===== src/rtl/uart_tx_fifo_if.sv =====
// Producer/line interface of uart_tx_fifo.
//   data_tx    : word to transmit (producer -> transmitter)
//   valid_in   : data_tx valid (producer -> transmitter)
//   ready_out  : FIFO can accept a word (transmitter -> producer)
//   uart_out   : serial TX line, idle high
//   busy       : frame on the line
//   tx_done    : one-cycle pulse at the end of each frame
//   fifo_count : words currently buffered
// master = producer side, slave = transmitter side.
interface uart_tx_fifo_if #(
  parameter int unsigned BITS_N     = 8,
  parameter int unsigned FIFO_DEPTH = 4
);
  localparam int unsigned CountW = $clog2(FIFO_DEPTH + 1);

  logic [BITS_N-1:0] data_tx;
  logic              valid_in;
  logic              ready_out;
  logic              uart_out;
  logic              busy;
  logic              tx_done;
  logic [CountW-1:0] fifo_count;

  modport master (
    output data_tx, valid_in,
    input  ready_out, uart_out, busy, tx_done, fifo_count
  );

  modport slave (
    input  data_tx, valid_in,
    output ready_out, uart_out, busy, tx_done, fifo_count
  );
endinterface


===== src/rtl/uart_tx_fifo.sv =====
// Parametrised UART transmitter with an input FIFO.
// Words pushed through the valid/ready handshake are buffered and sent as
// START, BITS_N data bits (LSB first), optional parity, STOP_BITS stop bits.
// Frames run back to back while the FIFO holds words.
// Ports:
//   clk : system clock, rising edge
//   rst : asynchronous active-high reset
//   bus : uart_tx_fifo_if.slave (data_tx, valid_in, ready_out, uart_out, busy,
//         tx_done, fifo_count)
module uart_tx_fifo #(
  parameter int unsigned CLKS_PER_BIT = 434,
  parameter int unsigned BITS_N       = 8,
  parameter int unsigned PARITY_TYPE  = 0,
  parameter int unsigned STOP_BITS    = 1,
  parameter int unsigned FIFO_DEPTH   = 4
) (
  input  logic          clk,
  input  logic          rst,
  uart_tx_fifo_if.slave bus
);

  localparam int unsigned PtrW     = $clog2(FIFO_DEPTH);
  localparam int unsigned CountW   = $clog2(FIFO_DEPTH + 1);
  localparam int unsigned StopClks = STOP_BITS * CLKS_PER_BIT;
  localparam int unsigned BaudW    = $clog2(StopClks);
  localparam int unsigned IdxW     = $clog2(BITS_N);
  // PARITY_TYPE 3 falls through to "no parity".
  localparam bit          HasParity = (PARITY_TYPE == 1) || (PARITY_TYPE == 2);

  if (CLKS_PER_BIT < 2) begin : g_bad_clks_per_bit
    $error("uart_tx_fifo: CLKS_PER_BIT must be >= 2");
  end
  if (BITS_N < 5 || BITS_N > 9) begin : g_bad_bits_n
    $error("uart_tx_fifo: BITS_N must be in 5..9");
  end
  if (PARITY_TYPE > 3) begin : g_bad_parity_type
    $error("uart_tx_fifo: PARITY_TYPE must be 0..3");
  end
  if (STOP_BITS < 1 || STOP_BITS > 2) begin : g_bad_stop_bits
    $error("uart_tx_fifo: STOP_BITS must be 1 or 2");
  end
  if (FIFO_DEPTH < 2 || (FIFO_DEPTH & (FIFO_DEPTH - 1)) != 0) begin : g_bad_fifo_depth
    $error("uart_tx_fifo: FIFO_DEPTH must be a power of two >= 2");
  end

  typedef enum logic [2:0] {StIdle, StStart, StData, StParity, StStop} state_e;

  // ---------------------------------------------------------------------------
  // Input FIFO
  // ---------------------------------------------------------------------------
  logic [BITS_N-1:0] mem_q [FIFO_DEPTH];
  logic [PtrW-1:0]   wr_ptr_q, rd_ptr_q;
  logic [CountW-1:0] count_q;
  logic              ready;
  logic              push, pop, empty;
  logic [BITS_N-1:0] head;

  assign ready = (count_q < CountW'(FIFO_DEPTH));
  assign empty = (count_q == '0);
  assign push  = bus.valid_in && ready;
  assign head  = mem_q[rd_ptr_q];

  always_ff @(posedge clk) begin
    if (push) begin
      mem_q[wr_ptr_q] <= bus.data_tx;
    end
  end

  always_ff @(posedge clk or posedge rst) begin
    if (rst) begin
      wr_ptr_q <= '0;
      rd_ptr_q <= '0;
      count_q  <= '0;
    end else begin
      if (push) wr_ptr_q <= wr_ptr_q + 1'b1;
      if (pop)  rd_ptr_q <= rd_ptr_q + 1'b1;
      if (push && !pop) begin
        count_q <= count_q + 1'b1;
      end else if (pop && !push) begin
        count_q <= count_q - 1'b1;
      end
    end
  end

  // ---------------------------------------------------------------------------
  // Frame FSM
  // ---------------------------------------------------------------------------
  state_e            state_q, state_d;
  logic [BaudW-1:0]  baud_q, baud_d;
  logic [IdxW-1:0]   idx_q, idx_d;
  logic [BITS_N-1:0] shift_q, shift_d;
  logic              par_q, par_d;
  logic              line_q, line_d;
  logic              start_frame, done;
  logic              bit_end, stop_end;

  assign bit_end  = (baud_q == BaudW'(CLKS_PER_BIT - 1));
  assign stop_end = (baud_q == BaudW'(StopClks - 1));

  always_ff @(posedge clk or posedge rst) begin
    if (rst) begin
      state_q <= StIdle;
      baud_q  <= '0;
      idx_q   <= '0;
      shift_q <= '0;
      par_q   <= 1'b0;
      line_q  <= 1'b1;
    end else begin
      state_q <= state_d;
      baud_q  <= baud_d;
      idx_q   <= idx_d;
      shift_q <= shift_d;
      par_q   <= par_d;
      line_q  <= line_d;
    end
  end

  always_comb begin
    state_d     = state_q;
    baud_d      = baud_q + 1'b1;
    idx_d       = idx_q;
    shift_d     = shift_q;
    par_d       = par_q;
    line_d      = line_q;
    start_frame = 1'b0;
    done        = 1'b0;

    unique case (state_q)
      StIdle: begin
        baud_d      = '0;
        line_d      = 1'b1;
        start_frame = !empty;
      end
      StStart: begin
        if (bit_end) begin
          state_d = StData;
          baud_d  = '0;
          line_d  = shift_q[0];
        end
      end
      StData: begin
        if (bit_end) begin
          baud_d = '0;
          if (idx_q == IdxW'(BITS_N - 1)) begin
            if (HasParity) begin
              state_d = StParity;
              line_d  = par_q;
            end else begin
              state_d = StStop;
              line_d  = 1'b1;
            end
          end else begin
            idx_d   = idx_q + 1'b1;
            shift_d = shift_q >> 1;
            line_d  = shift_q[1];
          end
        end
      end
      StParity: begin
        if (bit_end) begin
          state_d = StStop;
          baud_d  = '0;
          line_d  = 1'b1;
        end
      end
      StStop: begin
        if (stop_end) begin
          done   = 1'b1;
          baud_d = '0;
          if (empty) begin
            state_d = StIdle;
            line_d  = 1'b1;
          end else begin
            // Chain straight into the next start bit, no idle cycle.
            start_frame = 1'b1;
          end
        end
      end
      default: begin
        state_d = StIdle;
        baud_d  = '0;
        line_d  = 1'b1;
      end
    endcase

    // Pop the head into the shifter; parity is fixed from the unshifted word.
    if (start_frame) begin
      state_d = StStart;
      baud_d  = '0;
      idx_d   = '0;
      shift_d = head;
      par_d   = (PARITY_TYPE == 1) ? ~^head : ^head;
      line_d  = 1'b0;
    end
  end

  assign pop = start_frame;

  assign bus.ready_out  = ready;
  assign bus.fifo_count = count_q;
  assign bus.uart_out   = line_q;
  assign bus.busy       = (state_q != StIdle);
  assign bus.tx_done    = done;

endmodule


===== src/flat_wrapper.sv =====
// flat-port wrapper written by rule: the top's interface ports become plain ports
module uart_tx_fifo_flat 
#(
  parameter int unsigned CLKS_PER_BIT = 434,
  parameter int unsigned BITS_N       = 8,
  parameter int unsigned PARITY_TYPE  = 0,
  parameter int unsigned STOP_BITS    = 1,
  parameter int unsigned FIFO_DEPTH   = 4
)
  (clk, rst, bus_data_tx, bus_valid_in, bus_ready_out, bus_uart_out, bus_busy, bus_tx_done, bus_fifo_count);
  uart_tx_fifo_if #(.BITS_N(BITS_N), .FIFO_DEPTH(FIFO_DEPTH)) bus_i ();
  input  logic clk;
  input  logic rst;
  input wire logic [$bits(bus_i.data_tx)-1:0] bus_data_tx;
  input wire logic [$bits(bus_i.valid_in)-1:0] bus_valid_in;
  output wire logic [$bits(bus_i.ready_out)-1:0] bus_ready_out;
  output wire logic [$bits(bus_i.uart_out)-1:0] bus_uart_out;
  output wire logic [$bits(bus_i.busy)-1:0] bus_busy;
  output wire logic [$bits(bus_i.tx_done)-1:0] bus_tx_done;
  output wire logic [$bits(bus_i.fifo_count)-1:0] bus_fifo_count;
  assign bus_i.data_tx = bus_data_tx;
  assign bus_i.valid_in = bus_valid_in;
  assign bus_ready_out = bus_i.ready_out;
  assign bus_uart_out = bus_i.uart_out;
  assign bus_busy = bus_i.busy;
  assign bus_tx_done = bus_i.tx_done;
  assign bus_fifo_count = bus_i.fifo_count;
  uart_tx_fifo #(.CLKS_PER_BIT(CLKS_PER_BIT), .BITS_N(BITS_N), .PARITY_TYPE(PARITY_TYPE), .STOP_BITS(STOP_BITS), .FIFO_DEPTH(FIFO_DEPTH)) u_core (.clk(clk), .rst(rst), .bus(bus_i));
endmodule

===== config.mk =====
export PLATFORM = sky130hd
export DESIGN_NAME = uart_tx_fifo_flat
export DESIGN_NICKNAME = d
export VERILOG_FILES = /design/src/rtl/uart_tx_fifo_if.sv /design/src/rtl/uart_tx_fifo.sv /design/src/flat_wrapper.sv
export SDC_FILE = /design/constraint.sdc
export NUM_CORES = 1
export LEC_CHECK = 0
export ABC_CLOCK_PERIOD_IN_PS = 2950
export CORE_ASPECT_RATIO = 1.25
export CORE_MARGIN = 2
export CORE_UTILIZATION = 30
export CTS_CLUSTER_SIZE = 28
export DETAILED_ROUTE_END_ITERATION = 6
export GPL_TIMING_DRIVEN = 0
export SYNTH_ARGS = -nofsm -noshare
export SYNTH_HDL_FRONTEND = slang
export SYNTH_SLANG_ARGS = --single-unit

===== constraint.sdc =====
create_clock -name clk -period 2.95 [get_ports clk]
set_input_delay 0.4425 -clock clk [delete_from_list [all_inputs] [get_ports clk]]
set_output_delay 0.4425 -clock clk [all_outputs]
set_load 0.005 [all_outputs]

# [Word-level counts from Yosys, hierarchy flattened]
# Memory sizes are Yosys's and may differ from the RTL's.
# Index checks and enable logic that the tools add are counted.
[op_classes] eq_ne=14 n_addsub=6 reduce_logical=16 n_lt_le_gt_ge=1 muxes=36
[ops] op="$mux 3" n=13
[ops] op="$mux 8" n=4
[ops] op="$mux 9" n=3
[ops] op="$ne 3x1->1 const B" n=6
[ops] op="$pmux 3 s5" n=1
[ops] op="$mux 1" n=13
[ops] op="$add 9x1->9 const B" n=1
[ops] op="$eq 9x9->1 const B" n=1
[ops] op="$reduce_and 7->1" n=1
[ops] op="$add 3x1->3 const B" n=2
[ops] op="$eq 3x2->1 const B" n=2
[ops] op="$eq 3x3->1 const B" n=2
[ops] op="$logic_not 3->1" n=2
[ops] op="$reduce_bool 2->1" n=3
[ops] op="$reduce_and 5->1" n=1
[ops] op="$add 2x1->2 const B" n=2
[ops] op="$ne 2x1->1 const B" n=2
[ops] op="$pmux 1 s4" n=1
[ops] op="$reduce_or 4->1" n=1
[ops] op="$eq 3x1->1 const B" n=1
[ops] op="$logic_and 1x1->1" n=3
[ops] op="$logic_not 1->1" n=3
[ops] op="$lt 3x3->1 const B" n=1
[ops] op="$reduce_and 3->1" n=1
[ops] op="other kinds (3)" n=3
[word_totals] ramBits=32 regBits=31 mem_count=1 wordCells=82 inputBits=11
[memory_table] name="u_core.mem_q" words=4 width=8 rd=1 rd_ports_with_merged_regs=0 wr=1 line="uart_tx_fifo.sv:51" source="logic [BITS_N-1:0] mem_q [FIFO_DEPTH];"

# [Logic depth before layout (Yosys ltp)]
[depth] word_depth=7 depth_mapped=12 mapped_depth_nobuf=12

# [Worst setup path before layout]
# OpenSTA, ideal clock, no wires.
[synth_path] path_kind="flip-flop to flip-flop" startpoint="register u_core.baud_q[1]" endpoint="register u_core.count_q[1], in the netlist u_core.bus.fifo_count[1]" path_buffers=0 arrival_time_ns=2.185 setup_time_ns=0.125 setup_slack_ns=0.640 stages_incl_launch_ff=11 period_less_slack_ns=2.310 t_required_ns=2.825 cell_sequence="dfrtp_1 > inv_1 > ha_1 > and4b_1 > nand2_1 > a21oi_4 > inv_4 > ha_1 > inv_1 > fa_1 > mux2_2"
[synth_between] elab_chain_cells=6 elab_cells_between_ends=8 cone_classes="1 x eq/ne; 3 x mux; 4 x reduce/logical"
[synth_rtl] item="from (decl)" line="uart_tx_fifo.sv:89" source="logic [BaudW-1:0] baud_q, baud_d;"
[synth_rtl] item="from (signal assigned)" line="uart_tx_fifo.sv:110" source="baud_q <= baud_d;"
[synth_rtl] item="$eq 9x9->1 (*)" line="uart_tx_fifo.sv:98" source="assign stop_end = (baud_q == BaudW'(StopClks - 1));"
[synth_rtl] item="$mux 1 (*)" line="uart_tx_fifo.sv:167" source="if (stop_end) begin"
[synth_rtl] item="$pmux 1 s2 (*)" line="uart_tx_fifo.sv:128" source="unique case (state_q)"
[synth_rtl] item="$logic_not 1->1" line="uart_tx_fifo.sv:77" source="if (push && !pop) begin"
[synth_rtl] item="$logic_and 1x1->1" line="uart_tx_fifo.sv:77"
[synth_rtl] item="$mux 3 / $reduce_bool 2->1 (equally long branches)"
[synth_rtl] item="to (signal assigned)" line="uart_tx_fifo.sv:78" source="count_q <= count_q + 1'b1;"
[synth_rtl] item="to (signal assigned)" line="uart_tx_fifo.sv:80" source="count_q <= count_q - 1'b1;"
[synth_rtl] item="to (decl)" line="uart_tx_fifo.sv:53" source="logic [CountW-1:0] count_q;"
# Mark *: on every way between the ends. The rest lies on a longest branch, timed or not.
# A chain may end at the register's enable or synchronous reset.

# [Final worst setup path]
# Same ends and word-level chain as after synthesis.

==> impl_summary.txt <==
----------------------------------------------------
[Outcome]
  Result of the run ... finished, final reports clean

[Route]
  Total wire length ... 4700 um
  Routed via count ... 1558
  Number of iterations in the first detailed-routing pass ... 4
  Remaining design rule violation count ... 0
  Average vias per placed instance ... 4.46
  Routed length per placed instance ... approximately 13 um
  Detailed router's first-iteration violation count ... 52
  Number of nets with antenna violations after detailed routing ... 0

[Die]
  Horiz. Die Dim ... just over 90 um
  Cell row count ... 39
  Floorplan Core Area ... between 0.009 and 0.01 mm^2
  Count of boundary I/O pins ... 18
  Full die area ... 0.0103 mm^2
  Initial core utilization ... 31.1%
  Die height ... approximately 110 um

[STA]
  Achievable Freq ... 0.399 GHz
  Clock period minus final worst setup slack ... 2510 ps
  Setup-violating endpoint count in the final report ... 0
  Aggregate negative setup slack ... 0 ps
  Final Cycle Share ... 85.0%
  Measured slew at the worst slew-check pin ... between 500 and 600 ps
  Max-slew violation total from the final report ... 0
  Hold violation count in the final report ... 0
  Final setup slack of the worst path ... ~440 ps
  Setup repair after global routing missed its margin ... no
  Worst clock skew ... about 5.9 ps
  Worst max-slew margin expressed relative to the limit ... approximately three fifths

[Critical path]
  Worst setup path category ... reg2reg
  Element type at the critical path start ... flop
  Arrival time worst endpoint ... roughly 2700 ps
  Category of the worst setup path capture point ... flop
  Data required time of the critical path ... 3160 ps
  CP Max Fanout ... 9

[Global route]
  Global-route wire length before repair ... 8210 um
  Tot GR Track Use ... 10.5%
  Vias in the first global route ... 1684
  Overflow left after global routing ... 0
  Maximum number of pins on one net before global-route repair ... 32
  Antenna violations before repair ... 0

[CTS]
  Count of hold-fix buffers inserted at cts ... 0
  Clock buffers created by TritonCTS ... 9
  Clock-pin slew on the worst setup and hold paths ... 60 ps
  Root Buffer Master ... clkbuf_16
  Clock tree from TritonCTS ... built
  TritonCTS Sinks ... between 60 and 70
  Number of H-tree branching levels ... 3
  Clock latency of the later-clocked register in the worst-skew pair ... 330 ps
  Resize count post-CTS ... 0
  Post-CTS setup buffer count ... 0
  Max Root-Sink Buffers ... 2

[Yosys]
  Count of yosys warnings during synthesis ... 0
  Nets in the synthesized netlist ... roughly 210
  Post-Synthesis Cell Area ... 0.00285 mm^2
  Simple-gate portion of the synthesized area ... between 8 and 9%
  Flops & latches, synth ... 63
  Synthesized-area fraction occupied by adder cells ... under 10%
  Xor and xnor area share after synthesis ... 3.69%
  Mux cell area share after synthesis ... 14.0%
  Largest family of logic cells by synthesized area ... multiplexers
  Mean instance size in the synthesized netlist ... between 10 and 15 um^2
  Post-synthesis cell count ... 192
  Synth Area in Compound Gates ... 5.31%
  Proportion of synthesized chip area in sequential cells ... approximately 61%
  Post-synth cell types ... 42

[Final layout]
  Number of nets in the final layout ... around 240
  Commonest non-fill, non-tap cells in the layout ... 32 x edfxtp_1, 30 x dfrtp_1, 17 x nor2_1, 17 x clkdlybuf4s50_1, 11 x mux2_4
  Most common library cell in the layout ignoring fill and taps ... edfxtp_1
  Antenna diode count ... 0
  Area grow syn2layout ... 22.2%
  Fraction of layout instances using a drive strength above 1 ... 21.7%

[Power and ir drop]
  Worst voltage drop across the vdd grid ... 366 uV
  Power density cells ... between 900 and 1000 mW/mm^2
  P_int ... approximately 2.3 mW
  Portion of total power attributed to the clock network ... just under 30%
  Cell leakage power ... 1.38 nW
  Part of the total power dissipated in combinational logic ... 32.5%
  Switching share of total power ... 30.3%
  Switching power ... ~1.0 mW
  Tot Pwr ... approximately 3.4 mW
  Seq pwr share ... 38.3%

[Placed design]
  Total half-perimeter wirelength after legalization and detailed placement ... 3110 um
  Worst slack after detailed placement ... 426 ps
  Count of buffers inserted at the top-level ports ... 17
  Placer congestion estimate ... 0.762

[Flow run]
  Maximum Capacitance Violations ... 0

[Hold path]
  Min-delay worst type ... in2async

----------------------------------------------------
## logic make-up after synthesis
| group | after synthesis |
|---|---|
| AND/OR/NAND/NOR | 43 |
| XOR/XNOR | 12 |
| buffers and inverters | 19 |
| adder cells (fa/ha/maj) | 10 |
| multiplexers | 24 |
| flip-flops | 63 |
| AO/OA/AOI/OAI | 21 |
## per-stage QoR
stage               util (%)  hold WS [ps]  area [um^2]  std cells
detailed placement      34.6           507         3170        332
global route            38.0           410         3480        349
CTS                     37.7           520         3450        348
finish                  38.0           389         3480        349
global placement        34.6           498         3170        332
floorplan                  -           473         2850        192
## critical path, cell delays in order, from the launching register on
cell,delay (ps)
dfrtp_1,400
inv_1,60
ha_1,160
and4b_1,250
nand2_1,160
a21oi_4,280
inv_4,130
ha_1,220
inv_1,70
fa_1,400
mux2_2,260
## sequential cells by signal, summed over array words and instances, names as in the netlist
register               cells
u_core.baud_q              9
u_core.idx_q               3
u_core.mem_q              32
u_core.state_q             3
u_core.wr_ptr_q            2
u_core.rd_ptr_q            2
u_core.bus.uart_out        1
u_core.shift_q             8
u_core.bus.fifo_count      3
## worst paths after layout
check                            startpoint                       end  slack, ps  depth (start not counted)
hold / removal                          rst          u_core.baud_q[6]        390                          2
setup / recovery           u_core.baud_q[1]  u_core.bus.fifo_count[1]        440                         10
min in group clk           u_core.baud_q[0]          u_core.baud_q[0]        510                          1
hold reg to reg            u_core.baud_q[0]          u_core.baud_q[0]        510                          1
max in group asynchronous               rst        u_core.rd_ptr_q[0]       2140                          3
setup reg to reg           u_core.baud_q[1]  u_core.bus.fifo_count[1]        440                         10
## cells in the mapped netlist, drive strengths merged
master / count / area, um^2
a21oi: 4 / 31.3
a221o: 1 / 10.0
a22o: 3 / 26.3
a2bb2oi: 1 / 8.76
and2: 4 / 25.0
and4b: 1 / 10.0
and4bb: 1 / 12.5
buf: 6 / 35.0
clkbuf: 2 / 7.51
dfrtp: 30 / 751
dfstp: 1 / 26.3
edfxtp: 32 / 961
fa: 1 / 20.0
ha: 9 / 113
inv: 11 / 43.8
mux2: 14 / 199
mux2i: 2 / 20.0
mux4: 8 / 180
nand2: 4 / 15.0
nand3: 4 / 20.0
nand4: 2 / 18.8
nand4b: 1 / 8.76
nand4bb: 1 / 11.3
nor2: 17 / 63.8
nor2b: 2 / 15.0
nor3: 2 / 10.0
nor4b: 1 / 8.76
o211ai: 1 / 7.51
o21ai: 7 / 35.0
o31a: 1 / 8.76
o31ai: 2 / 15.0
o32ai: 1 / 8.76
or3: 3 / 18.8
xnor2: 9 / 78.8
xor2: 3 / 26.3
## per-layer routing
layer / up-vias / global-route usage, % / part of all wire, %
met4: 0 / 5.15 / 2.0
met2: 20 / 16.7 / 48
met3: 8 / 3.46 / 3.5
met5: - / 0 / 0
li1: 762 / - / -
met1: 768 / 12.9 / 46
## power by group through the flow
stage	Sequential (mW)	Combinational, mW	Clock [mW]
3_5_place_dp	1.31	1.12	0
4_1_cts	1.29	1.12	1.01
6_report	1.29	1.09	0.983
5_1_grt	1.33	1.24	1.05
2_1_floorplan	1.28	0.847	0
3_3_place_gp	1.30	1.10	0
## layout make-up
| type | count | area [um^2] |
|---|---|---|
| Clock buffer | 9 | 225 |
| Timing Repair Buffer | 18 | 198 |
| Clock inverter | 7 | 55.1 |
| Sequential cell | 63 | 1740 |
| Multi-Input combinational cell | 110 | 1030 |
| Fill cell | 918 | 5690 |
| Inverter | 11 | 43.8 |
| Buffer | 8 | 42.5 |
| Tap cell | 123 | 154 |
No activity file was read; power rests on OpenSTA's default activity.
